$ cat src/rtl/regfile_mp.sv
// regfile_mp: two-write / two-read register file with a pending-destination
// scoreboard and a zeroing sweep that runs after every reset.

// One read lane: bounds/zero checks, optional write forwarding, busy lookup.
module regfile_mp_rport #(
  parameter int DSIZE  = 32,
  parameter int ASIZE  = 5,
  parameter int NREG   = 32,
  parameter int BYPASS = 1
) (
  input  logic                       run,
  input  logic [ASIZE-1:0]           raddr,
  input  logic [NREG-1:0][DSIZE-1:0] regs,
  input  logic [NREG-1:0]            busy,
  input  logic                       we1,
  input  logic [ASIZE-1:0]           waddr1,
  input  logic [DSIZE-1:0]           wdata1,
  input  logic                       we2,
  input  logic [ASIZE-1:0]           waddr2,
  input  logic [DSIZE-1:0]           wdata2,
  output logic [DSIZE-1:0]           rdata,
  output logic                       busyo
);
  localparam logic [31:0] NREG_L = 32'(NREG);

  logic ok, hit1, hit2;

  // Forwarding hits only exist when bypass is enabled; port 1 outranks port 2.
  always_comb begin
    ok    = run && (raddr != '0) && (32'(raddr) < NREG_L);
    hit1  = (BYPASS != 0) && we1 && (waddr1 == raddr);
    hit2  = (BYPASS != 0) && we2 && (waddr2 == raddr);
    rdata = '0;
    if (ok) begin
      if (hit1)      rdata = wdata1;
      else if (hit2) rdata = wdata2;
      else           rdata = regs[raddr];
    end
    busyo = ok && busy[raddr] && !hit1 && !hit2;
  end
endmodule

module regfile_mp #(
  parameter int DSIZE  = 32,
  parameter int ASIZE  = 5,
  parameter int NREG   = 32,
  parameter int BYPASS = 1
) (
  input  logic             clk,
  input  logic             rst,
  input  logic             wen1,
  input  logic [ASIZE-1:0] waddr1,
  input  logic [DSIZE-1:0] wdata1,
  input  logic             wen2,
  input  logic [ASIZE-1:0] waddr2,
  input  logic [DSIZE-1:0] wdata2,
  input  logic [ASIZE-1:0] raddr1,
  input  logic [ASIZE-1:0] raddr2,
  input  logic             issue_en,
  input  logic [ASIZE-1:0] issue_addr,
  output logic [DSIZE-1:0] rdata1,
  output logic [DSIZE-1:0] rdata2,
  output logic             busy1,
  output logic             busy2,
  output logic             ready
);
  localparam logic [31:0] NREG_L = 32'(NREG);

  typedef enum logic {INIT, RUN} state_t;

  state_t                     state;
  logic [ASIZE-1:0]           cnt;
  logic [NREG-1:0][DSIZE-1:0] regdata;
  logic [NREG-1:0]            busy;
  logic                       run, we1, we2, iss;

  logic [1:0][ASIZE-1:0] raddr_v;
  logic [1:0][DSIZE-1:0] rdata_v;
  logic [1:0]            busy_v;

  function automatic logic addr_ok(input logic [ASIZE-1:0] a);
    return (a != '0) && (32'(a) < NREG_L);
  endfunction

  // Effective write/issue qualifiers: only in RUN, never to r0 or out of range.
  always_comb begin
    run = (state == RUN);
    we1 = run && wen1 && addr_ok(waddr1);
    we2 = run && wen2 && addr_ok(waddr2);
    iss = run && issue_en && addr_ok(issue_addr);
  end

  // Init sweep FSM; ready is registered and mirrors the RUN state.
  always_ff @(posedge clk) begin
    if (rst) begin
      state <= INIT;
      cnt   <= '0;
      ready <= 1'b0;
    end else begin
      case (state)
        INIT: begin
          cnt <= cnt + 1'b1;
          if (cnt == ASIZE'(NREG - 1)) begin
            state <= RUN;
            ready <= 1'b1;
          end
        end
        RUN: ;
        default: state <= INIT;
      endcase
    end
  end

  // Storage: sweep zeroes one entry per INIT cycle; port 1 written last so it wins.
  always_ff @(posedge clk) begin
    if (state == INIT) begin
      regdata[cnt] <= '0;
    end else begin
      if (we2) regdata[waddr2] <= wdata2;
      if (we1) regdata[waddr1] <= wdata1;
    end
  end

  // Pending scoreboard: issue sets, effective write clears, set beats clear.
  always_ff @(posedge clk) begin
    if (rst) begin
      busy <= '0;
    end else begin
      busy[0] <= 1'b0;
      for (int i = 1; i < NREG; i++) begin
        if (iss && (issue_addr == ASIZE'(i)))
          busy[i] <= 1'b1;
        else if ((we1 && (waddr1 == ASIZE'(i))) || (we2 && (waddr2 == ASIZE'(i))))
          busy[i] <= 1'b0;
      end
    end
  end

  assign raddr_v = {raddr2, raddr1};

  for (genvar g = 0; g < 2; g++) begin : g_rp
    regfile_mp_rport #(
      .DSIZE(DSIZE), .ASIZE(ASIZE), .NREG(NREG), .BYPASS(BYPASS)
    ) u_rp (
      .run    (run),
      .raddr  (raddr_v[g]),
      .regs   (regdata),
      .busy   (busy),
      .we1    (we1),
      .waddr1 (waddr1),
      .wdata1 (wdata1),
      .we2    (we2),
      .waddr2 (waddr2),
      .wdata2 (wdata2),
      .rdata  (rdata_v[g]),
      .busyo  (busy_v[g])
    );
  end

  assign rdata1 = rdata_v[0];
  assign rdata2 = rdata_v[1];
  assign busy1  = busy_v[0];
  assign busy2  = busy_v[1];
endmodule

$ cat config.mk
export PLATFORM = sky130hd
export DESIGN_NAME = regfile_mp
export DESIGN_NICKNAME = d
export VERILOG_FILES = /design/src/rtl/regfile_mp.sv
export SDC_FILE = /design/constraint.sdc
export NUM_CORES = 2
export LEC_CHECK = 0
export CAP_MARGIN = 15
export CORE_ASPECT_RATIO = 2
export CORE_MARGIN = 5
export CORE_UTILIZATION = 40
export CTS_BUF_LIST = sky130_fd_sc_hd__clkbuf_8
export DETAILED_ROUTE_END_ITERATION = 8
export GPL_ROUTABILITY_DRIVEN = 0
export HOLD_SLACK_MARGIN = 0.03
export SYNTH_ARGS = -nofsm -noshare
export SYNTH_HDL_FRONTEND = slang
export SYNTH_SLANG_ARGS = --single-unit
$ cat constraint.sdc
create_clock -name clk -period 3.3 [get_ports clk]
set_clock_uncertainty 0.2 [all_clocks]
set_input_delay 0.33 -clock clk [delete_from_list [all_inputs] [get_ports clk]]
set_output_delay 0.33 -clock clk [all_outputs]
set_load 0.03 [all_outputs]
==> flow_metrics.tcl <==
set metrics [dict create \
    crit_path_end_kind "output pin" \
    worst-path-max-fanout 5 \
    final_cell_mix "973 x dfxtp_1, 968 x mux2i_1, 846 x a22o_1" \
    grt_overflow 0 \
    drv_slew 0 \
    synth_nets 7654 \
    cts.root.buffer_cell "clkbuf_8" \
    yosysSeqAreaShare_pct 29.9 \
    ios 161 \
    n_fill_cell 16013 \
    crit_path_frequent_cell "buf_12" \
    cap_violations 0 \
    grt_pass1_wl_um 522000 \
    final_core_util_pct 48.4 \
    synthArstFlopShare_pct 0 \
    cts_tree "built" \
    crit_required_ns 2.77 \
    dp.cells 9657 \
    setup_viol 65 \
    outcome "finished, violations left" \
    dp_slack_ns -0.546 \
    worst_slack_ns -0.312 \
    hold_viol_final 0 \
    core-area_mm2 0.178 \
    die_area_mm2 0.187 \
    ys_seq_elements 1062 \
    cpMaxStageDelayCell "dfxtp_4" \
    synth.avg_cell_area_um2 9.42 \
    areaGrowthSynthToFinish_pct 20.6 \
    ir_drop_mv 0.283 \
    gr-usage-all-layers_pct 38.6 \
    max_slew_margin_pct 17.8 \
    clock_latency_ns 0.90 \
    drc 0 \
    grt_max_degree 163 \
    wl_per_cell_um 37.7 \
    clock.fmax_ghz 0.277 \
    vias 71863 \
    tightest_slew_ns 1.23 \
    ys.flop_type "dfxtp_1" \
    fin_nets 7679 \
    synth_edf_count 0 \
    finalPower_w 0.0282 \
    ant_nets 0 \
    clk_pin_slew_ns 0.07 \
    r2r_cells 8 \
    syn_area_mm2 0.0712 \
    worstSetupPathType "reg -> out" \
    drt-initial-drc-count 10688 \
    slowest_delay_ns 0.39 \
    leakage_nw 30.7 \
    crit_arrival_ns 3.08 \
    dieWidth_um 308 \
    powerDensity_mw_per_mm2 329 \
    cp-start-kind "flop" \
    synthCells 7555 \
    cts_num_sinks 1062 \
    rows 219 \
    firstDrtPassIters 8 \
    cts_buffers 170 \
    routed_wl_um 378000 \
    ys_types 58 \
    stdcell_count 10036 \
    final_common_cell "dfxtp_1" \
    crit_chain "buf_12, buf_12, inv_8, buf_12, a311oi_4, buf_4, buf_8, buf_12, o211ai_1, a31oi_1, buf_4, buf_12" \
    initial_utilization_pct 40.1 \
    holdPathStages 4 \
    violations "setup timing" \
    post-route-period-util_pct 109 \
    viasPerCell 7.16 \
    clk_path_buf_depth 4 \
    rsz0062_at_grt "true" \
    layout-drive-gt1-share_pct 25.5 \
    antenna_found_initial 22 \
    portBuffers 160 \
    grt_pass1_vias 69417 \
    yosysWarnings 0 \
    hp-class "in -> reg" \
    die_h_um 607 \
    period_needed_ns 3.61 \
    dp_hpwl_um 230000 \
    h-tree-depth 4 \
]
## final cells by class
| cell class | count | area [um2] | area share, % |
|---|---|---|---|
| flip-flops and latches | 1062 | 21400 | 24.9 |
| well taps | 2320 | 2900 | 3.38 |
| inverters | 16 | 67.6 | 0.0787 |
| clock inverters | 76 | 425 | 0.496 |
| clock buffers | 214 | 2950 | 3.43 |
| repair buffers | 854 | 10300 | 12.1 |
| multi-input cells | 5476 | 47700 | 55.6 |
| diodes | 18 | 45.0 | 0.0525 |
## repair_timing
item,4_1_cts,5_1_grt
cloned,7,6
setup endpoints to repair,66,66
pin swaps,75,61
hold endpoints to repair,4,0
resized for setup,318,110
setup buffers,68,20
hold buffers,1,0
## flip-flops by register name, indices dropped and copies added, names as in the netlist
signal   cells
busy        31
regdata   1024
cnt          5
run          1
ready        1
## where the power goes
| group | switching, W | leakage [nW] | internal (W) |
|---|---|---|---|
| Sequential | 0.0000937 | 8.60 | 0.0129 |
| Combinational | 0.00196 | 20.2 | 0.00103 |
| Clock | 0.00612 | 1.94 | 0.00612 |
## worst paths after layout
kind	startpoint	to	slack (ns)
max	run	rdata2[23]	-0.31
min	issue_addr[3]	busy[14]	0.09
max reg2reg	run	regdata[677]	0.25
min reg2reg	busy[25]	busy[25]	0.27
## cell usage after synthesis, types with 61 or more instances
library cell | instances | area share (%)
nand2_1 | 622 | 3.3
nor2_1 | 398 | 2.1
o21ai_0 | 857 | 6.0
mux2i_1 | 971 | 14
mux4_2 | 536 | 17
buf_2 | 177 | 1.2
clkbuf_1 | 760 | 4.0
mux2_2 | 82 | 1.3
nor2b_1 | 61 | 0.54
a22o_1 | 846 | 10
a21oi_1 | 502 | 3.5
dfxtp_1 | 1062 | 30
o2bb2ai_1 | 127 | 1.6
## worst max-delay path, delay by kind of cell, from the launching register on
family                 cells  cell delay [ns]
AOI/OAI and AO/OA          3             0.65
buffers and inverters      9             1.13
DFF                        1             0.39
## metrics by stage
stage	hold slack, ns	TNS [ns]	cell area, um2
detailed placement	0.264	-8.05	79800
floorplan	0.243	0	71200
CTS	0.0408	-9.59	85000
finish	0.0947	-9.80	85900
global route	0.103	-11.72	85800
global placement	0.252	-8.41	79800
## cell families after synthesis
kind of cell | synth area share [%]
AOI/OAI and AO/OA | 24.3
and+or+nand+nor | 7.74
muxes | 31.9
xor gates and xnor gates | 0.283
buffers and inverters | 5.84
DFF | 29.9
adders and majority gates | 0.0879
## per-layer routing
layer  wire length, um  vias up  share of wire, %  global-route usage [%]
li1                  -    28835                 -                       -
met1            119000    34597                32                    42.2
met2            160000     6095                42                    56.9
met3             48900     2316                13                    12.8
met4             50100       20                13                    39.4
met5               164        -             0.043                       0
Note: power is estimated with default switching activity, not from simulation.
